**src/rtl/cpu_pkg.sv**
```systemverilog
// Shared definitions for the tiny-CPU microsequencer: opcodes, ALU select codes,
// run-control encodings, sequencer states and the strobe bundle.
package cpu_pkg;

    localparam logic [3:0] OP_NOP = 4'h0, OP_LDA = 4'h1, OP_STA = 4'h2, OP_MOV = 4'h3,
                           OP_MVI = 4'h4, OP_ADD = 4'h5, OP_SUB = 4'h6, OP_AND = 4'h7,
                           OP_OR  = 4'h8, OP_NOT = 4'h9, OP_INC = 4'hA, OP_JMP = 4'hB,
                           OP_JZ  = 4'hC, OP_JNZ = 4'hD, OP_HLT = 4'hE;

    // PASS is zero so an idle alus bus reads as all-zero.
    localparam logic [3:0] ALUS_PASS = 4'h0, ALUS_ADD = 4'h1, ALUS_SUB = 4'h2, ALUS_AND = 4'h3,
                           ALUS_OR   = 4'h4, ALUS_NOT = 4'h5, ALUS_INC = 4'h6;

    localparam logic [1:0] CS_STOP = 2'b00, CS_RUN = 2'b01, CS_STEP = 2'b10, CS_CLEAR = 2'b11;

    typedef enum logic [4:0] {
        ST_IDLE, ST_F1, ST_F2, ST_F3, ST_DEC,
        ST_A1, ST_A2, ST_A3,
        ST_L1, ST_L2, ST_L3,
        ST_S1, ST_S2,
        ST_MV,
        ST_M1, ST_M2, ST_M3,
        ST_X1, ST_X2, ST_X3,
        ST_J1, ST_HALT
    } state_t;

    typedef struct packed {
        logic       arload, arinc, pcload, pcinc, drload, trload, irload;
        logic       xload, yload, zload;
        logic [3:0] rload;
        logic [3:0] rbus;
        logic       pcbus, drhbus, drlbus, trbus, ybus, membus, busmem;
        logic       read, write;
        logic [3:0] alus;
    } ctl_t;

    function automatic logic [3:0] alu_code(input logic [3:0] op);
        case (op)
            OP_ADD:  return ALUS_ADD;
            OP_SUB:  return ALUS_SUB;
            OP_AND:  return ALUS_AND;
            OP_OR:   return ALUS_OR;
            OP_NOT:  return ALUS_NOT;
            OP_INC:  return ALUS_INC;
            default: return ALUS_PASS;
        endcase
    endfunction

    function automatic logic [3:0] onehot4(input logic [1:0] sel);
        return 4'b0001 << sel;
    endfunction

endpackage

```
**src/rtl/cpu_ctl_decode.sv**
```systemverilog
// Combinational strobe decode: current sequencer state plus ir (and z for the
// conditional jumps) -> full datapath strobe bundle.
module cpu_ctl_decode
    import cpu_pkg::*;
(
    input  state_t     state,
    input  logic [7:0] ir,
    input  logic       z,
    output ctl_t       ctl
);

    logic [3:0] op;
    logic [3:0] rd_sel;
    logic [3:0] rs_sel;
    logic       taken;
    logic       unary;

    assign op     = ir[7:4];
    assign rd_sel = onehot4(ir[3:2]);
    assign rs_sel = onehot4(ir[1:0]);
    assign taken  = (op == OP_JMP) || ((op == OP_JZ) && z) || ((op == OP_JNZ) && !z);
    assign unary  = (op == OP_NOT) || (op == OP_INC);

    always_comb begin
        ctl = '0;
        case (state)
            ST_F1, ST_A1, ST_M1: begin
                ctl.pcbus  = 1'b1;
                ctl.arload = 1'b1;
            end
            ST_F2, ST_M2: begin
                ctl.read   = 1'b1;
                ctl.membus = 1'b1;
                ctl.drload = 1'b1;
                ctl.pcinc  = 1'b1;
            end
            ST_F3: ctl.irload = 1'b1;
            ST_A2: begin
                ctl.read   = 1'b1;
                ctl.membus = 1'b1;
                ctl.drload = 1'b1;
                ctl.pcinc  = 1'b1;
                ctl.arinc  = 1'b1;
            end
            // High address byte moves dr->tr while the low byte lands in dr.
            ST_A3: begin
                ctl.trload = 1'b1;
                ctl.read   = 1'b1;
                ctl.membus = 1'b1;
                ctl.drload = 1'b1;
                ctl.pcinc  = 1'b1;
            end
            ST_L1, ST_S1: begin
                ctl.drhbus = 1'b1;
                ctl.trbus  = 1'b1;
                ctl.arload = 1'b1;
            end
            ST_L2: begin
                ctl.read   = 1'b1;
                ctl.membus = 1'b1;
                ctl.drload = 1'b1;
            end
            ST_L3, ST_M3: begin
                ctl.drlbus = 1'b1;
                ctl.rload  = rd_sel;
            end
            ST_S2: begin
                ctl.rbus   = rs_sel;
                ctl.busmem = 1'b1;
                ctl.write  = 1'b1;
            end
            ST_MV: begin
                ctl.rbus  = rs_sel;
                ctl.rload = rd_sel;
            end
            ST_X1: begin
                ctl.rbus  = rd_sel;
                ctl.xload = 1'b1;
            end
            ST_X2: begin
                ctl.rbus  = unary ? rd_sel : rs_sel;
                ctl.alus  = alu_code(op);
                ctl.yload = 1'b1;
                ctl.zload = 1'b1;
            end
            ST_X3: begin
                ctl.ybus  = 1'b1;
                ctl.rload = rd_sel;
            end
            ST_J1: begin
                if (taken) begin
                    ctl.drhbus = 1'b1;
                    ctl.trbus  = 1'b1;
                    ctl.pcload = 1'b1;
                end
            end
            default: ;
        endcase
    end

endmodule

```
**src/rtl/cpu_control.sv**
```systemverilog
// Tiny-CPU microsequencer: holds the fetch/decode/execute state and gates the
// decoded strobes with the run-control input.
module cpu_control
    import cpu_pkg::*;
#(
    parameter bit HALT_ON_UNDEF = 1'b0
) (
    input  logic       clk,
    input  logic       rst,
    input  logic [7:0] din,
    input  logic       z,
    input  logic [1:0] cpustate,
    output logic       arload, arinc, pcload, pcinc, drload, trload, irload,
    output logic       xload, yload, zload,
    output logic       r0load, r1load, r2load, r3load,
    output logic       r0bus, r1bus, r2bus, r3bus,
    output logic       pcbus, drhbus, drlbus, trbus, ybus, membus, busmem,
    output logic       read, write,
    output logic [3:0] alus,
    output logic       clr,
    output state_t     dbg_state
);

    state_t     state, state_nx;
    ctl_t       ctl, gated;
    logic       run;
    logic [3:0] op;

    assign op  = din[7:4];
    assign run = rst && ((cpustate == CS_RUN) || (cpustate == CS_STEP));

    always_ff @(posedge clk or negedge rst) begin
        if (!rst) state <= ST_IDLE;
        else      state <= state_nx;
    end

    always_comb begin
        state_nx = state;
        if (cpustate == CS_CLEAR) begin
            state_nx = ST_IDLE;
        end else if (run) begin
            case (state)
                ST_IDLE: state_nx = ST_F1;
                ST_F1:   state_nx = ST_F2;
                ST_F2:   state_nx = ST_F3;
                ST_F3:   state_nx = ST_DEC;
                ST_DEC: begin
                    case (op)
                        OP_NOP:                                state_nx = ST_F1;
                        OP_LDA, OP_STA, OP_JMP, OP_JZ, OP_JNZ: state_nx = ST_A1;
                        OP_MOV:                                state_nx = ST_MV;
                        OP_MVI:                                state_nx = ST_M1;
                        OP_ADD, OP_SUB, OP_AND, OP_OR:         state_nx = ST_X1;
                        OP_NOT, OP_INC:                        state_nx = ST_X2;
                        OP_HLT:                                state_nx = ST_HALT;
                        default: state_nx = HALT_ON_UNDEF ? ST_HALT : ST_F1;
                    endcase
                end
                ST_A1: state_nx = ST_A2;
                ST_A2: state_nx = ST_A3;
                ST_A3: begin
                    if (op == OP_LDA)      state_nx = ST_L1;
                    else if (op == OP_STA) state_nx = ST_S1;
                    else                   state_nx = ST_J1;
                end
                ST_L1:   state_nx = ST_L2;
                ST_L2:   state_nx = ST_L3;
                ST_S1:   state_nx = ST_S2;
                ST_M1:   state_nx = ST_M2;
                ST_M2:   state_nx = ST_M3;
                ST_X1:   state_nx = ST_X2;
                ST_X2:   state_nx = ST_X3;
                ST_HALT: state_nx = ST_HALT;
                ST_L3, ST_S2, ST_MV, ST_M3, ST_X3, ST_J1: state_nx = ST_F1;
                default: state_nx = ST_IDLE;
            endcase
        end
    end

    cpu_ctl_decode u_decode (
        .state (state),
        .ir    (din),
        .z     (z),
        .ctl   (ctl)
    );

    // Stop and clear both silence every strobe; clear overrides everything.
    assign gated = run ? ctl : '0;
    assign clr   = rst && (cpustate == CS_CLEAR);

    assign arload = gated.arload;
    assign arinc  = gated.arinc;
    assign pcload = gated.pcload;
    assign pcinc  = gated.pcinc;
    assign drload = gated.drload;
    assign trload = gated.trload;
    assign irload = gated.irload;
    assign xload  = gated.xload;
    assign yload  = gated.yload;
    assign zload  = gated.zload;
    assign r0load = gated.rload[0];
    assign r1load = gated.rload[1];
    assign r2load = gated.rload[2];
    assign r3load = gated.rload[3];
    assign r0bus  = gated.rbus[0];
    assign r1bus  = gated.rbus[1];
    assign r2bus  = gated.rbus[2];
    assign r3bus  = gated.rbus[3];
    assign pcbus  = gated.pcbus;
    assign drhbus = gated.drhbus;
    assign drlbus = gated.drlbus;
    assign trbus  = gated.trbus;
    assign ybus   = gated.ybus;
    assign membus = gated.membus;
    assign busmem = gated.busmem;
    assign read   = gated.read;
    assign write  = gated.write;
    assign alus   = gated.alus;
    assign dbg_state = state;

endmodule

```
**config.mk**
```make
export PLATFORM = sky130hd
export DESIGN_NAME = cpu_control
export DESIGN_NICKNAME = d
export VERILOG_FILES = /design/src/rtl/cpu_pkg.sv /design/src/rtl/cpu_ctl_decode.sv /design/src/rtl/cpu_control.sv
export SDC_FILE = /design/constraint.sdc
export NUM_CORES = 1
export LEC_CHECK = 0
export BUFFER_PORTS_ARGS = -buffer_cell sky130_fd_sc_hd__clkbuf_2
export CELL_PAD_IN_SITES_DETAIL_PLACEMENT = 0
export CELL_PAD_IN_SITES_GLOBAL_PLACEMENT = 1
export CORE_MARGIN = 2
export CORE_UTILIZATION = 34
export CTS_CLUSTER_DIAMETER = 80
export CTS_CLUSTER_SIZE = 10
export DETAILED_ROUTE_END_ITERATION = 12
export PLACE_DENSITY_LB_ADDON = 0.1
export RECOVER_POWER = 50
export SYNTH_ARGS = -nofsm -noshare
export SYNTH_HDL_FRONTEND = slang
export SYNTH_SLANG_ARGS = --single-unit
```
**constraint.sdc**
```tcl
create_clock -name clk -period 1.8 [get_ports clk]
set_input_delay 0.18 -clock clk [delete_from_list [all_inputs] [get_ports clk]]
set_output_delay 0.18 -clock clk [all_outputs]
set_load 0.01 [all_outputs]
```
==> impl_metrics.py, run 1 <==
metrics = {
    "outcome": {
        "status": "finished with violations",
        "violations": "negative setup slack",
    },
    "critical_path": {
        "r2r_slack_ns": 0.06,
        "arrival_ns": 1.87,
        "ff2ff_path_depth": 6,
        "cp-start-kind": "flip-flop",
        "reg2reg_from": "dbg_state[2]$_DFFE_PN0P_",
        "cpLargestDelayFamily": "simple AND/OR/NAND/NOR gates",
        "cpPeakStageDelay_ns": 0.43,
        "critPathKind": "reg -> out",
        "cpMaxStageDelayCell": "dfrtp_2",
        "worstPathRequired_ns": 1.62,
        "worst-path-buf-inv": 1,
        "end_kind": "primary output",
        "crit-reg2reg-capture": "dbg_state[0]$_DFFE_PN0P_",
        "path_cells": "or3b_4, or2_1, a21o_1, o32ai_2, buf_2",
        "cp_max_fo": 5,
    },
    "floorplanning": {
        "die-area_mm2": 0.004165,
        "io_pins": 50,
        "start_util_pct": 36.48,
        "die_h_um": 64.54,
        "coreArea_mm2": 0.003416,
        "die_w_um": 64.54,
        "row_count": 21,
    },
    "power": {
        "p_comb_share_pct": 70.7,
        "power_leakage_nw": 0.9094,
        "pwr-share-clk_pct": 14.1,
        "p_sw_w": 0.0004446,
        "pwr_density_cell_mw_per_mm2": 505.8,
        "p_int_w": 0.0005408,
        "p_sw_share_pct": 45.12,
        "ir_worst_vdd_uv": 329.5,
        "power_frac_seq_pct": 15.2,
    },
    "yosys": {
        "syn-cell-area_mm2": 0.001246,
        "synthTopCellsByArea": "dfrtp_1, ha_1, nor2_1",
        "synth.distinct_cells": 53,
        "synth_top_area_share_pct": 10.04,
        "avgSynthCellArea_um2": 7.331,
        "synthFlopType": "dfrtp_1",
        "synth_async_sr_flop_share_pct": 100.0,
        "synth_warnings": 0,
        "synth_seq_area_share_pct": 10.04,
        "synth_edf_count": 0,
        "synth_largest_area_cell": "dfrtp_1",
        "ys_ff_latch": 5,
        "synth_nets": 190,
        "netlist_instances": 170,
    },
    "layout": {
        "syn2layout_area_growth_pct": 56.33,
        "fin_nets": 260,
        "diodes": 0,
        "layout_common_cells": "buf_4, clkbuf_2, buf_2",
        "drive_above_1_share_pct": 49.79,
        "layout_commonest_cell": "buf_4",
        "largest_reg_flops": 5,
    },
    "clock_network": {
        "cts_buffers": 3,
        "insertion_delay_ns": 0.26,
        "clockBufferDepth": 2,
        "cts_tree": "done",
        "cts_sinks": 5,
        "clk_pin_slew_worst_paths_ns": 0.05,
        "h-tree-depth": 1,
        "ctsRootBufferMaster": "clkbuf_4",
    },
    "timing": {
        "fin_crit_ns": 2.053,
        "max_slew_margin_pct": 64.87,
        "whs_ns": 0.2850,
        "setup-violations-final": 23,
        "final_hold_viol_count": 0,
        "post-route-period-util_pct": 114.1,
        "skew_ns": 0.005653,
        "drv_slew": 0,
        "fmax_mhz": 487.0,
        "rsz0062_at_grt": "true",
        "tightestPinTransition_ns": 0.5269,
        "timing.final.ws_setup_ns": -0.2535,
    },
    "placed_design": {
        "portBuffers": 48,
        "gp_congestion": 0.8627,
        "dp_slack_ns": 0.01345,
        "dpl.hpwl_mm": 3.298,
    },
    "detailed_routing": {
        "wl_mm": 4.269,
        "drc": 0,
        "wire_per_inst_um": 14.98,
        "vias": 1536,
        "ant_nets": 0,
        "drtIter0Drc": 64,
        "dr.pass1.iters": 4,
        "avgViaCountPerCell": 5.389,
    },
    "grt": {
        "overflow": 0,
        "grt_pass1_wl_mm": 6.782,
        "antenna_found_initial": 0,
        "grt_pass1_vias": 1473,
        "grt_max_degree": 14,
        "grt_usage_pct": 20.26,
    },
    "worst_hold_path": {
        "worstHoldPathType": "in -> async",
    },
    "job": {
        "max-cap-violations": 0,
    },
}
## worst max-delay path by stage
| stage | start | endpoint | slack (ns) | depth (start not counted) |
|---|---|---|---|---|
| 2_1_floorplan | dbg_state[2]$_DFFE_PN0P_ | trbus | -0.07 | 5 |
| 3_3_place_gp | dbg_state[0]$_DFFE_PN0P_ | drhbus | 0.04 | 4 |
| 3_5_place_dp | dbg_state[2]$_DFFE_PN0P_ | r1bus | 0.01 | 5 |
| 4_1_cts | dbg_state[3]$_DFFE_PN0P_ | r3bus | -0.24 | 5 |
| 5_1_grt | dbg_state[2]$_DFFE_PN0P_ | r0bus | -0.33 | 5 |
| 6_report | dbg_state[2]$_DFFE_PN0P_ | r0bus | -0.25 | 5 |
## per-layer routing
metal  share of wire, %  track usage [%]  wire (um)
met5                  0                0          0
met4                1.1            3.989         48
met3                4.4            3.299        187
met2                 51            35.94       2172
met1                 44            25.87       1861
## worst reg2reg max path, stage by stage (launching register included)
cell and delay (ns):
dfrtp_2 0.40, buf_4 0.13, buf_4 0.17, or4b_1 0.46, a221o_1 0.28, o211ai_1 0.09, a22o_1 0.14
## kinds of logic (layout without fill, tap and decap cells)
logic type	Yosys count	in the layout	synth area share, %
AND/OR/NAND/NOR	72	72	33.94
AO/OA/AOI/OAI	46	46	27.91
buffers and inverters	30	99	12.85
adder cells (fa/ha/maj)	7	7	7.028
multiplexers	6	6	5.823
flip-flops	5	5	10.04
XOR/XNOR	3	3	2.109
other	1	1	0.3009
## synth_stat cells (3+ instances only)
cell      number
nor2_1        20
inv_1         10
nand2_1        9
a21oi_1        8
buf_2          8
buf_4          8
ha_1           7
nand2b_1       6
dfrtp_1        5
mux2i_1        5
o32ai_1        5
or2_1          5
nor4_1         4
o211ai_1       4
a22o_1         3
and2_1         3
and4b_1        3
clkbuf_1       3
nor2b_1        3
nor3_1         3
o21ai_0        3
o21ai_1        3
## final cells by class
| cell class | instances | area, um2 |
|---|---|---|
| Fill cell | 342 | 1468 |
| Tap cell | 46 | 57.56 |
| Multi-Input combinational cell | 135 | 1139 |
| Sequential cell | 5 | 127.6 |
| Clock buffer | 4 | 26.28 |
| Inverter | 10 | 37.54 |
| Timing Repair Buffer | 85 | 560.5 |
## stage by stage
stage / TNS (ns) / util, % / std cells / area, um2 / power, W
after detailed placement: 0 / 48.79 / 274 / 1667 / 0.0007069
final: -3.083 / 57.03 / 285 / 1948 / 0.0009854
after CTS: -2.861 / 53.81 / 284 / 1838 / 0.0009503
after global routing: -5.626 / 57.03 / 285 / 1948 / 0.001056
after global placement: 0 / 48.79 / 274 / 1667 / 0.0007014
after floorplan: -0.3212 / - / 170 / 1280 / 0.0005110
## power groups by stage
stage | clock, W | sequential (W) | combinational (W)
detailed placement | 0 | 0.000149 | 0.000558
global route | 0.000154 | 0.000154 | 0.000748
floorplan | 0 | 0.000146 | 0.000365
CTS | 0.000140 | 0.000150 | 0.000660
global placement | 0 | 0.000149 | 0.000552
finish | 0.000139 | 0.000149 | 0.000697
## repair_timing
| action | in CTS | in global routing |
|---|---|---|
| endpoints found under the hold margin | 5 | 0 |
| hold buffers | 1 | 0 |
| cloned | 0 | 0 |
| endpoints found under the setup margin | 22 | 31 |
| resized for setup | 22 | 44 |
| setup buffers | 6 | 2 |
| pin swaps | 9 | 12 |
(Power assumes the default switching activity.)
==> run 2, diff against run 1 <==
--- a/config.mk
+++ b/config.mk
@@ -15,6 +15,7 @@
 export DETAILED_ROUTE_END_ITERATION = 12
 export PLACE_DENSITY_LB_ADDON = 0.1
 export RECOVER_POWER = 50
+export REMOVE_ABC_BUFFERS = 1
 export SYNTH_ARGS = -nofsm -noshare
 export SYNTH_HDL_FRONTEND = slang
 export SYNTH_SLANG_ARGS = --single-unit
==> impl_metrics.py, run 2 (synthesized netlist as in run 1, its figures left out) <==
metrics = {
    "outcome": {
        "status": "finished with violations",
        "violations": "negative setup slack",
    },
    "grt": {
        "antenna_found_initial": 0,
        "grt_max_degree": 15,
        "grt_usage_pct": 20.77,
        "grt_pass1_wl_mm": 7.017,
        "grt_pass1_vias": 1499,
        "overflow": 0,
    },
    "timing": {
        "rsz0062_at_grt": "true",
        "skew_ns": 0.009941,
        "setup-violations-final": 21,
        "drv_slew": 0,
        "fmax_mhz": 489.6,
        "post-route-period-util_pct": 113.5,
        "timing.final.ws_setup_ns": -0.2426,
        "final_hold_viol_count": 0,
        "fin_tns_setup_ns": -2.951,
        "fin_crit_ns": 2.043,
    },
    "floorplanning": {
        "io_pins": 50,
        "die-area_mm2": 0.004165,
        "row_count": 21,
        "die_w_um": 64.54,
        "start_util_pct": 36.48,
        "coreArea_mm2": 0.003416,
        "die_h_um": 64.54,
    },
    "clock_network": {
        "clockBufferDepth": 2,
        "clk_pin_slew_worst_paths_ns": 0.05,
        "ctsRootBufferMaster": "clkbuf_4",
        "cts_sinks": 5,
        "insertion_delay_ns": 0.26,
        "h-tree-depth": 1,
        "cts_tree": "done",
        "cts_buffers": 3,
    },
    "layout": {
        "syn2layout_area_growth_pct": 61.14,
        "largest_reg_flops": 5,
        "layout_commonest_cell": "buf_4",
        "drive_above_1_share_pct": 52.23,
        "diodes": 0,
        "fin_cells": 293,
        "fin_nets": 268,
        "layout_common_cells": "buf_4, clkbuf_2, buf_2",
    },
    "critical_path": {
        "critPathKind": "reg -> out",
        "worstPathRequired_ns": 1.62,
        "cp-start-kind": "flip-flop",
        "cp_max_fo": 4,
        "r2r_slack_ns": 0.04,
        "end_kind": "primary output",
        "arrival_ns": 1.86,
    },
    "detailed_routing": {
        "wl_mm": 4.458,
        "dr.pass1.iters": 4,
        "vias": 1594,
        "ant_nets": 0,
        "drtIter0Drc": 50,
        "drc": 0,
        "wire_per_inst_um": 15.22,
        "avgViaCountPerCell": 5.440,
    },
    "power": {
        "pwr_density_cell_mw_per_mm2": 519.7,
        "power_leakage_nw": 0.9529,
        "ir_worst_vdd_uv": 274.9,
    },
    "placed_design": {
        "dp_cells": 276,
        "gp_congestion": 0.8195,
        "portBuffers": 48,
        "dpl.hpwl_mm": 3.218,
    },
    "worst_hold_path": {
        "worstHoldPathType": "in -> async",
    },
    "job": {
        "max-cap-violations": 0,
    },
}
==> run 2: changes by cell type in the layout (fill, tap and decap cells not counted), sizes merged <==
| cell | delta |
|---|---|
| clkbuf | -1 |
| buf | +9 |
==> run 2: worst max-delay path, cell delays in order (launching register included) <==
cell     delay (ns)
dfrtp_2        0.43
or3b_4         0.41
or2_1          0.23
a21o_1         0.22
o32ai_2        0.13
buf_2          0.17
==> run 2: layout make-up <==
class / instances / area [um2]
Sequential cell: 5 / 127.6
Clock buffer: 4 / 26.28
Tap cell: 46 / 57.56
Multi-Input combinational cell: 135 / 1115
Fill cell: 330 / 1408
Timing Repair Buffer: 93 / 644.4
Inverter: 10 / 37.54
==> run 2: what timing repair did <==
item	CTS	global route
pin swaps	13	7
gates cloned	0	0
setup endpoints to repair	22	28
gates resized for setup	22	50
hold endpoints to repair	5	0
hold buffers	1	0
buffers inserted	9	6
==> run 2: layer usage <==
layer	global-route usage [%]	vias to the layer above	part of all wire, %
li1	-	769	-
met1	28.09	771	42
met2	35.42	52	52
met3	2.257	2	4.9
met4	4.787	0	0.70
met5	0	-	0
==> run 2: through the flow <==
step	instance area (um2)	setup WS [ns]	hold WS, ns	utilization [%]	total power (W)
floorplan	1124	-0.3192	-0.1156	-	0.0004517
global placement	1662	0.01528	0.1142	48.64	0.0006875
detailed placement	1662	0.0007406	0.1300	48.64	0.0006938
CTS	1854	-0.2407	0.3846	54.29	0.0009318
global route	2008	-0.3419	0.5012	58.79	0.001112
finish	2008	-0.2426	0.4241	58.79	0.001044
==> run 2: path summary, 6_finish.rpt <==
kind                                          start  cells after the start                        to
max                        dbg_state[2]$_DFFE_PN0P_                      5                     r1bus
min                                             rst                      3  dbg_state[3]$_DFFE_PN0P_
max reg2reg                dbg_state[2]$_DFFE_PN0P_                      7  dbg_state[1]$_DFFE_PN0P_
min reg2reg                dbg_state[4]$_DFFE_PN0P_                      2  dbg_state[4]$_DFFE_PN0P_
max in group asynchronous                       rst                      3  dbg_state[0]$_DFFE_PN0P_
min in group clk                        cpustate[1]                      4  dbg_state[3]$_DFFE_PN0P_
==> run 2: report_power, final <==
group	total (W)	internal, W	switching (W)	leakage (nW)
clock	0.000144	0.0000847	0.0000589	0.0150
combinational	0.000755	0.000368	0.000387	0.873
sequential	0.000145	0.000128	0.0000166	0.0648
==> run 3, diff against run 2 <==
--- a/config.mk
+++ b/config.mk
@@ -9,13 +9,14 @@
 export CELL_PAD_IN_SITES_DETAIL_PLACEMENT = 0
 export CELL_PAD_IN_SITES_GLOBAL_PLACEMENT = 1
 export CORE_MARGIN = 2
-export CORE_UTILIZATION = 34
+export CORE_UTILIZATION = 30
 export CTS_CLUSTER_DIAMETER = 80
 export CTS_CLUSTER_SIZE = 10
 export DETAILED_ROUTE_END_ITERATION = 12
 export PLACE_DENSITY_LB_ADDON = 0.1
 export RECOVER_POWER = 50
 export REMOVE_ABC_BUFFERS = 1
+export SETUP_SLACK_MARGIN = 0.02
 export SYNTH_ARGS = -nofsm -noshare
 export SYNTH_HDL_FRONTEND = slang
 export SYNTH_SLANG_ARGS = --single-unit
==> impl_metrics.py, run 3 (synthesized netlist as in run 1, its figures left out) <==
metrics = {
    "clock_network": {
        "h-tree-depth": 1,
        "clk_pin_slew_worst_paths_ns": 0.04,
        "clockBufferDepth": 2,
        "cts_sinks": 5,
        "insertion_delay_ns": 0.23,
        "cts_tree": "done",
        "cts_buffers": 3,
        "ctsRootBufferMaster": "clkbuf_8",
    },
    "detailed_routing": {
        "dr.pass1.iters": 4,
        "drtIter0Drc": 71,
        "wl_mm": 4.253,
        "ant_nets": 0,
        "drc": 0,
        "avgViaCountPerCell": 5.347,
        "vias": 1524,
        "wire_per_inst_um": 14.92,
    },
    "layout": {
        "syn2layout_area_growth_pct": 48.39,
        "largest_reg_flops": 5,
        "layout_commonest_cell": "clkbuf_2",
        "drive_above_1_share_pct": 45.11,
        "layout_common_cells": "clkbuf_2, buf_4, nor2_1",
        "diodes": 0,
        "fin_cells": 285,
        "fin_nets": 256,
    },
    "floorplanning": {
        "start_util_pct": 31.15,
        "die_w_um": 68.45,
        "die-area_mm2": 0.004685,
        "die_h_um": 68.45,
        "row_count": 23,
        "io_pins": 50,
        "coreArea_mm2": 0.004000,
    },
    "power": {
        "pwr_density_cell_mw_per_mm2": 520.9,
        "power_leakage_nw": 0.8803,
        "p_comb_share_pct": 61.8,
        "power_frac_seq_pct": 15.8,
        "finalPower_w": 0.0009632,
        "p_sw_w": 0.0004121,
        "ir_worst_vdd_uv": 236.4,
        "pwr-share-clk_pct": 22.4,
        "p_sw_share_pct": 42.79,
        "p_int_w": 0.0005511,
    },
    "critical_path": {
        "cp-startpoint": "dbg_state[2]$_DFFE_PN0P_",
        "cpMaxStageDelayCell": "dfrtp_2",
        "cp-start-kind": "flip-flop",
        "cp_max_fo": 5,
        "critPathKind": "reg -> out",
        "arrival_ns": 1.87,
        "end_kind": "primary output",
        "reg2reg_from": "dbg_state[0]$_DFFE_PN0P_",
        "cpPeakStageDelay_ns": 0.43,
        "path_cells": "or3b_4, nor3_4, a21oi_2, o32ai_2, buf_2",
        "worstPathRequired_ns": 1.62,
    },
    "grt": {
        "grt_usage_pct": 18.59,
        "antenna_found_initial": 0,
        "overflow": 0,
        "grt_pass1_wl_mm": 6.548,
        "grt_max_degree": 19,
        "grt_pass1_vias": 1350,
    },
    "outcome": {
        "violations": "negative setup slack",
        "status": "finished with violations",
    },
    "timing": {
        "skew_ns": 0.0005879,
        "timing.final.ws_setup_ns": -0.2494,
        "fin_crit_ns": 2.049,
        "whs_ns": 0.3252,
        "setup-violations-final": 21,
        "post-route-period-util_pct": 113.9,
        "rsz0062_at_grt": "true",
        "drv_slew": 0,
        "final_hold_viol_count": 0,
        "fmax_mhz": 487.9,
    },
    "placed_design": {
        "gp_congestion": 0.8333,
        "dp_cells": 275,
        "dpl.hpwl_mm": 3.237,
        "portBuffers": 48,
    },
    "worst_hold_path": {
        "worstHoldPathType": "in -> async",
    },
    "job": {
        "max-cap-violations": 0,
    },
}
==> run 3: layout make-up <==
| class | count | area (um2) |
|---|---|---|
| inverter | 10 | 37.54 |
| sequential | 5 | 127.6 |
| clock buffer | 4 | 45.04 |
| tap | 50 | 62.56 |
| timing repair buffer | 81 | 539.3 |
| multi-input combinational | 135 | 1037 |
| fill | 409 | 2151 |
==> run 3: power groups by stage <==
stage               Combinational (W)  Clock (W)  Sequential, W
floorplan                    0.000260          0       0.000192
global placement             0.000532          0       0.000149
detailed placement           0.000528          0       0.000151
CTS                          0.000550   0.000218       0.000148
global route                 0.000655   0.000230       0.000153
finish                       0.000596   0.000216       0.000152
==> run 3: metrics by stage <==
stage                     setup TNS (ns)  utilization, %  worst slack [ns]  area, um2
after global routing              -4.032           46.23           -0.3048       1849
after CTS                         -2.324           44.17           -0.2112       1767
after detailed placement        -0.06119           41.04          -0.02238       1642
after global placement          -0.04258           41.04          -0.04258       1642
after floorplan                   -2.570               -           -0.3192       1124
final                             -2.230           46.23           -0.2494       1849
==> run 3: final timing paths <==
path,cells after the start,slack (ns),to
worst max-delay path,5,-0.25,r2bus
worst min-delay path,2,0.33,dbg_state[3]$_DFFE_PN0P_
worst max register to register,5,-0.01,dbg_state[0]$_DFFE_PN0P_
worst min register to register,2,0.73,dbg_state[4]$_DFFE_PN0P_
max in group asynchronous,3,1.06,dbg_state[1]$_DFFE_PN0P_
min in group clk,4,0.57,dbg_state[3]$_DFFE_PN0P_
==> run 3: worst max-delay path, delay by kind of cell (launching register included) <==
kind / cells / cell delay (ns)
DFF: 1 / 0.43
AOI/OAI and AO/OA: 2 / 0.43
and+or+nand+nor: 2 / 0.60
buffers and inverters: 1 / 0.18
==> run 3: what timing repair did <==
item,CTS,global route
setup endpoints to repair,22,28
gates resized for setup,11,36
hold endpoints to repair,5,0
setup buffers,3,4
hold buffers,1,0
pin swaps,3,7
==> run 3: routing by layer <==
metal | share of wire, % | vias to the layer above | GRT usage [%]
met5 | 0 | - | 0
met4 | 1.8 | 0 | 6.500
met2 | 47 | 51 | 29.45
met3 | 5.1 | 6 | 2.632
li1 | - | 749 | -
met1 | 46 | 718 | 25.52
